[src/rtl/load_store_unit.sv]
// RV32I load/store unit: turns core load/store requests into a req/gnt/rvalid
// data-memory transaction, formats load data and stalls the core until done.
module load_store_unit #(
  parameter int TIMEOUT = 255,
  parameter int CNT_W   = 16
) (
  input  logic        clk,
  input  logic        rst,
  input  logic        req_valid,
  input  logic        req_write,
  input  logic [2:0]  funct3,
  input  logic [31:0] addr,
  input  logic [31:0] store_data,
  output logic        stall,
  output logic        done,
  output logic [31:0] load_data,
  output logic        misaligned,
  output logic        bus_error,
  output logic        mem_req,
  output logic        mem_we,
  output logic [31:0] mem_addr,
  output logic [3:0]  mem_be,
  output logic [31:0] mem_wdata,
  input  logic        mem_gnt,
  input  logic        mem_rvalid,
  input  logic [31:0] mem_rdata
);

  typedef enum logic [1:0] {IDLE, REQ, WAIT, DONE} state_t;

  // Only what the load formatter needs once the core's inputs are no longer used.
  typedef struct packed {
    logic       write;
    logic [2:0] funct3;
    logic [1:0] off;
  } acc_t;

  localparam bit             TMO_EN   = (TIMEOUT != 0);
  localparam logic [CNT_W-1:0] TMO_LAST = (TIMEOUT == 0) ? '0 : CNT_W'(TIMEOUT - 1);

  state_t             state;
  acc_t               acc;
  logic [CNT_W-1:0]   cnt;
  logic               illegal;
  logic               expired;
  logic [3:0]         be_n;
  logic [31:0]        wdata_n;

  function automatic logic [31:0] fmt_load(input acc_t a, input logic [31:0] w);
    logic [31:0] sh;
    sh = w >> {a.off, 3'b000};
    case (a.funct3[1:0])
      2'b00:   return {{24{~a.funct3[2] & sh[7]}}, sh[7:0]};
      2'b01:   return {{16{~a.funct3[2] & sh[15]}}, sh[15:0]};
      default: return sh;
    endcase
  endfunction

  always_comb begin
    illegal = 1'b0;
    case (funct3[1:0])
      2'b01:   illegal = addr[0];
      2'b10:   illegal = (addr[1:0] != 2'b00);
      2'b11:   illegal = 1'b1;
      default: illegal = 1'b0;
    endcase
    if (req_write && funct3[2])
      illegal = 1'b1;
    if (!req_write && funct3[2] && funct3[1])
      illegal = 1'b1;
  end

  // Stores replicate the datum across every lane so the byte enables alone select it.
  always_comb begin
    be_n    = 4'b1111;
    wdata_n = '0;
    if (req_write) begin
      case (funct3[1:0])
        2'b00: begin
          be_n    = 4'b0001 << addr[1:0];
          wdata_n = {4{store_data[7:0]}};
        end
        2'b01: begin
          be_n    = 4'b0011 << addr[1:0];
          wdata_n = {2{store_data[15:0]}};
        end
        default: begin
          be_n    = 4'b1111;
          wdata_n = store_data;
        end
      endcase
    end
  end

  // Fires on the cycle the counter would reach TIMEOUT.
  assign expired = TMO_EN && (cnt == TMO_LAST);
  assign stall   = req_valid & ~done;

  always_ff @(posedge clk) begin
    if (rst) begin
      state      <= IDLE;
      acc        <= '0;
      cnt        <= '0;
      done       <= 1'b0;
      misaligned <= 1'b0;
      bus_error  <= 1'b0;
      load_data  <= '0;
      mem_req    <= 1'b0;
      mem_we     <= 1'b0;
      mem_addr   <= '0;
      mem_be     <= '0;
      mem_wdata  <= '0;
    end else begin
      case (state)
        IDLE: begin
          if (req_valid) begin
            if (illegal) begin
              done       <= 1'b1;
              misaligned <= 1'b1;
              state      <= DONE;
            end else begin
              acc       <= '{write: req_write, funct3: funct3, off: addr[1:0]};
              mem_addr  <= {addr[31:2], 2'b00};
              mem_be    <= be_n;
              mem_wdata <= wdata_n;
              mem_we    <= req_write;
              mem_req   <= 1'b1;
              cnt       <= '0;
              state     <= REQ;
            end
          end
        end
        REQ: begin
          if (mem_gnt) begin
            mem_req <= 1'b0;
            cnt     <= '0;
            if (acc.write) begin
              done  <= 1'b1;
              state <= DONE;
            end else begin
              state <= WAIT;
            end
          end else if (expired) begin
            mem_req   <= 1'b0;
            done      <= 1'b1;
            bus_error <= 1'b1;
            state     <= DONE;
          end else begin
            cnt <= cnt + CNT_W'(1);
          end
        end
        WAIT: begin
          if (mem_rvalid) begin
            load_data <= fmt_load(acc, mem_rdata);
            done      <= 1'b1;
            state     <= DONE;
          end else if (expired) begin
            done      <= 1'b1;
            bus_error <= 1'b1;
            state     <= DONE;
          end else begin
            cnt <= cnt + CNT_W'(1);
          end
        end
        DONE: begin
          done       <= 1'b0;
          misaligned <= 1'b0;
          bus_error  <= 1'b0;
          state      <= IDLE;
        end
        default: state <= IDLE;
      endcase
    end
  end

endmodule

[config.mk]
export PLATFORM = sky130hd
export DESIGN_NAME = load_store_unit
export DESIGN_NICKNAME = d
export VERILOG_FILES = /design/src/rtl/load_store_unit.sv
export SDC_FILE = /design/constraint.sdc
export NUM_CORES = 1
export LEC_CHECK = 0
export BUFFER_PORTS_ARGS = -buffer_cell sky130_fd_sc_hd__buf_2
export CORE_ASPECT_RATIO = 0.9
export CORE_MARGIN = 4
export CORE_UTILIZATION = 30
export DETAILED_ROUTE_END_ITERATION = 6
export GPL_TIMING_DRIVEN = 0
export PLACE_DENSITY = 0.59
export SYNTH_ARGS = -nofsm -noshare
export SYNTH_HDL_FRONTEND = slang
export SYNTH_SLANG_ARGS = --single-unit
[constraint.sdc]
create_clock -name clk -period 2.9 [get_ports clk]
set_clock_uncertainty 0.05 [all_clocks]
set_input_delay 0.29 -clock clk [delete_from_list [all_inputs] [get_ports clk]]
set_output_delay 0.29 -clock clk [all_outputs]
set_load 0.005 [all_outputs]
# After elaboration in Yosys (flattened, before gate mapping)

Cells that the tools add are included.

Add/subtract/negate cells: 1
Multiply operators: 0
Div/mod/pow operators: 0
Order comparisons: 0
Eq/ne operators: 15
Shift-type cells: 3
Muxes and demuxes: 38
Bitwise operators: 6
Reduce and logical (&&, ||, !) cells: 19

Operators with widths:

| operator                                              | count |
|---|---|
| one-hot mux 32 bit (2 select lines)                   | 2 |
| 2-to-1 mux 16 bit                                     | 5 |
| one-hot mux 16 bit (3 select lines)                   | 1 |
| 2-to-1 mux 32 bit                                     | 1 |
| >> shifter 32 x 5 -> 32 bit                           | 1 |
| adder 16 x 1 -> 16 bit (second input constant)        | 1 |
| equality test 16 x 8 -> 1 bit (second input constant) | 1 |
| 2-to-1 mux 1 bit                                      | 16 |
| AND reduction 3 bit                                   | 4 |
| 2-to-1 mux 2 bit                                      | 5 |
| inequality test 2 bit (second input constant)         | 5 |
| equality test 2 bit (second input constant)           | 4 |
| one-hot mux 2 bit (4 select lines)                    | 1 |
| one-hot mux 4 bit (2 select lines)                    | 1 |
| AND reduction 4 bit                                   | 2 |
| equality test 2 x 1 -> 1 bit (second input constant)  | 3 |
| zero test 2 bit                                       | 3 |
| inequality test 3 bit (second input constant)         | 2 |
| one-hot mux 1 bit (3 select lines)                    | 2 |
| nonzero test 2 bit                                    | 3 |
| nonzero test 3 bit                                    | 2 |
| 2-to-1 mux 4 bit                                      | 1 |
| one-hot mux 1 bit (2 select lines)                    | 2 |
| one-hot mux 1 bit (4 select lines)                    | 1 |
| 7 further kinds                                       | 13 |

Register bits after elaboration: 126
Latch bits: 0
Bits in writable memories: 0
Memory bits (read-only): 0
Input bits: 105
Word-level logic and storage cells: 95
Memories: 0

# Logic depth before layout (Yosys ltp)

Depth after elaboration: 7
Mapped depth: 9
Mapped depth without buffers: 7

# Least setup slack after synthesis

Ideal clock, no wire load.

Path kind: register -> register
From: reg acc[1] in the netlist's numbering
To: reg load_data[22]
Data arrival time: 2118 ps
Data required time: 2712 ps
Setup slack: 595 ps
Cell stages (with the launch flop): 7
Clock period less this slack: 2305 ps
Cells stage by stage: dfxtp_1 > buf_1 > mux2i_1 > o21ai_0 > a311oi_1 > clkbuf_1 > a211oi_1

Longest elaborated chain between the ends: 3

RTL lines:

| what                                        | RTL line | RTL |
|---|---|---|
| start, declared                             | 42       | `acc_t acc;` |
| start signal, assigned                      | 122      | `acc <= '{write: req_write, funct3: funct3, off: addr[1:0]};` |
| >> shifter 32 x 5 -> 32 bit *               | 51       | `sh = w >> {a.off, 3'b000};` |
| bitwise AND 1 bit, on equally long branches | 54, 53   |  |
| one-hot mux 32 bit (2 select lines) *       | 52       | `case (a.funct3[1:0])` |
| end signal, assigned                        | 154      | `load_data <= fmt_load(acc, mem_rdata);` |
| end, declared                               | 16       | `output logic [31:0] load_data,` |

Mark *: on every way between the ends. The rest lies on a longest branch, timed or not.
A chain may end at the register's enable or synchronous reset.

# Worst setup path in the final report

From: reg acc[0] in the netlist's numbering
To: reg load_data[31]

Same word-level chain as after synthesis.

==> flow_summary.ini <==
[logic_synthesis]
synth_top_area_share_pct = 43.20
ys_types = 48
synth_flop_cell = dfxtp_1
synthArstFlopShare_pct = 0
syn_inst = 735
yosysTopAreaCell = dfxtp_1
syn_area_um2 = 5839
ys_top_cells_by_area = dfxtp_1 (43%), nand2_1 (10%), a21oi_1 (9.0%), mux2_2 (4.8%), mux2i_1 (3.9%)
yosysSeqAreaShare_pct = 43.20
avgSynthCellArea_um2 = 7.945
yosysWarnings = 0
synth-seq-cells = 126
synth-edff-count = 0

[worst_setup_path]
cp_slowest_cell = a311oi_2
crit_path_start_kind = register
crit_family = buffers and inverters
crit_arrival_ns = 2.82
critPathLaunch = acc[0]
reg2reg_from = acc[0]
cpMostUsedCell = clkbuf_1
end_kind = register
path_class = register to register
crit_chain = clkbuf_1, nor2b_1, clkbuf_1, nand2_1, o21ai_0, a311oi_2, clkbuf_1, a211oi_1
critical-path-max-stage-delay_ns = 0.58
cp.buffers_inverters = 3
worstPathRequired_ns = 3.13
cp_max_fo = 10

[detailed_routing]
vias = 6053
dr.pass1.iters = 5
post-route-drc-count = 0
drt_wl_total_um = 20780
antenna_left = 0
wl_per_cell_um = 16.99
drt_iter0_drc = 316
vias_per_cell = 4.949

[clock_network]
cts_buffers = 17
hold_buffers = 0
cts_max_level = 4
cts_tree = yes
cts_num_sinks = 126
root_buffer = clkbuf_16
postCtsSetupBuffers = 0
clk_latency_ns = 0.43
clockBufferDepth = 2
clk_pin_slew_ns = 0.06

[die]
die_area_um2 = 21760
start_util_pct = 30.48
core_area_um2 = 19160
chipHeight_um = 140.4
ios = 211
rows = 48
die_width_um = 155.1

[pwr]
p_leak_nw = 3.180
cellPowerDensity_nw_per_um2 = 750.6
vdd_drop_max_v = 0.0004473
p_total_mw = 5.888

[timing]
post-route-period-util_pct = 89.40
relSlewSlack_pct = 48.03
finalSetupTns_ns = 0
final.setup.worst_slack_ns = 0.3073
hold_violations = 0
finalSetupViolCount = 0
fmax_ghz = 0.3857
tightest_slew_ns = 0.7796
slew_viol_final = 0
rsz0062_at_grt = false
min_period_ns = 2.593
hold_ws_ns = 0.04436

[worst_hold_path]
worst_hold_startpoint = addr[18]
hold_class = input pin to register

[cells_and_area]
area_growth_syn_to_layout_pct = 34.33
regArea_um2 = 2522
fill_cells = 2003
final_nets = 1071
final_common_cell = buf_2
final_util_pct = 40.94
multi_input_area_um2 = 3049
final_layout_size_suffix_gt1_share_pct = 28.81
final_cell_mix = buf_2 (207), nand2_1 (162), dfxtp_1 (126)

[place]
place_congestion = 0.8636
port_buffers = 204
hpwl_um = 15610
pre_cts_slack_ns = -0.1613

[grt]
grt_pass1_vias = 5798
grt_start_max_net_pins = 17
antenna_found_initial = 5
gr-total-overflow = 0
grt_usage_pct = 18.82
grt_pass1_wl_um = 32360

[run]
max-cap-violations = 0

[outcome]
status = finished, final reports clean
==> cell usage after synthesis, types with 8 or more instances <==
cell,count
nor2b_1,8
mux2_2,25
o211ai_1,10
mux2i_1,23
inv_1,12
a211oi_1,16
a21oi_1,105
nand2_1,162
nor2_1,38
nand3_1,37
clkbuf_1,48
nor3_1,11
dfxtp_1,126
o21ai_0,28
==> power breakdown <==
group          switching [mW]  internal, mW
combinational           0.855         0.560
clock                   0.887          1.54
sequential              0.119          1.93
total                    1.86          4.03
==> metrics by stage <==
step,cell area [um2],cells
2_1_floorplan,5843,736
3_3_place_gp,7177,1190
3_5_place_dp,7177,1190
4_1_cts,7839,1222
5_1_grt,7844,1223
6_report,7844,1223
==> worst paths after layout <==
check / slack, ns / depth (start not counted) / endpoint
max: 0.31 / 8 / load_data[31]
max reg2reg: 0.31 / 8 / load_data[31]
min: 0.04 / 3 / mem_addr[18]
min reg2reg: 0.40 / 2 / load_data[1]
==> state kept, by name, indices dropped and copies added, names as in the netlist <==
| register | cells |
|---|---|
| mem_wdata | 32 |
| state | 2 |
| misaligned | 1 |
| mem_be | 4 |
| mem_addr | 30 |
| done | 1 |
| mem_req | 1 |
| load_data | 32 |
| cnt | 16 |
| acc | 6 |
| bus_error | 1 |
==> layout make-up <==
| cell class | count | share of cell area, % |
|---|---|---|
| flip-flops and latches | 126 | 32.16 |
| plain buffers | 59 | 2.999 |
| multi-input cells | 539 | 38.87 |
| repair buffers | 204 | 13.02 |
| diodes | 1 | 0.03190 |
| clock inverters | 15 | 2.935 |
| clock buffers | 17 | 5.424 |
| well taps | 250 | 3.988 |
| inverters | 12 | 0.5743 |
==> worst reg2reg max path: cells and delay by family, from the launching register on <==
kind	cells	cell delay, ns
AOI/OAI and AO/OA	3	0.86
DFF	1	0.29
and+or+nand+nor	2	0.32
buffers and inverters	3	0.91
==> repair_timing <==
item                       in CTS  in global routing
gates resized for setup         1                  3
setup endpoints to repair      10                 29
cloned                          0                  0
==> cells by family after synthesis <==
logic type               Yosys count  share of synthesized area, %
flip-flops                       126                         43.20
other                              1                       0.06422
AO/OA/AOI/OAI                    185                         18.79
multiplexers                      49                         9.149
XOR/XNOR                           2                        0.3000
AND/OR/NAND/NOR                  294                         22.24
buffers and inverters             71                         4.757
adder cells (fa/ha/maj)            7                         1.500
==> layer usage <==
metal  GRT usage [%]  up-vias  routed length, um  part of all wire (%)
met5               0        -                 41                  0.20
met4           4.229        6                261                   1.3
met3           8.465       27               2136                    10
met2           28.32      239               8939                    43
met1           24.84     2777               9397                    45
li1                -     3004                  -                     -
Note: power is estimated with default switching activity, not from simulation.
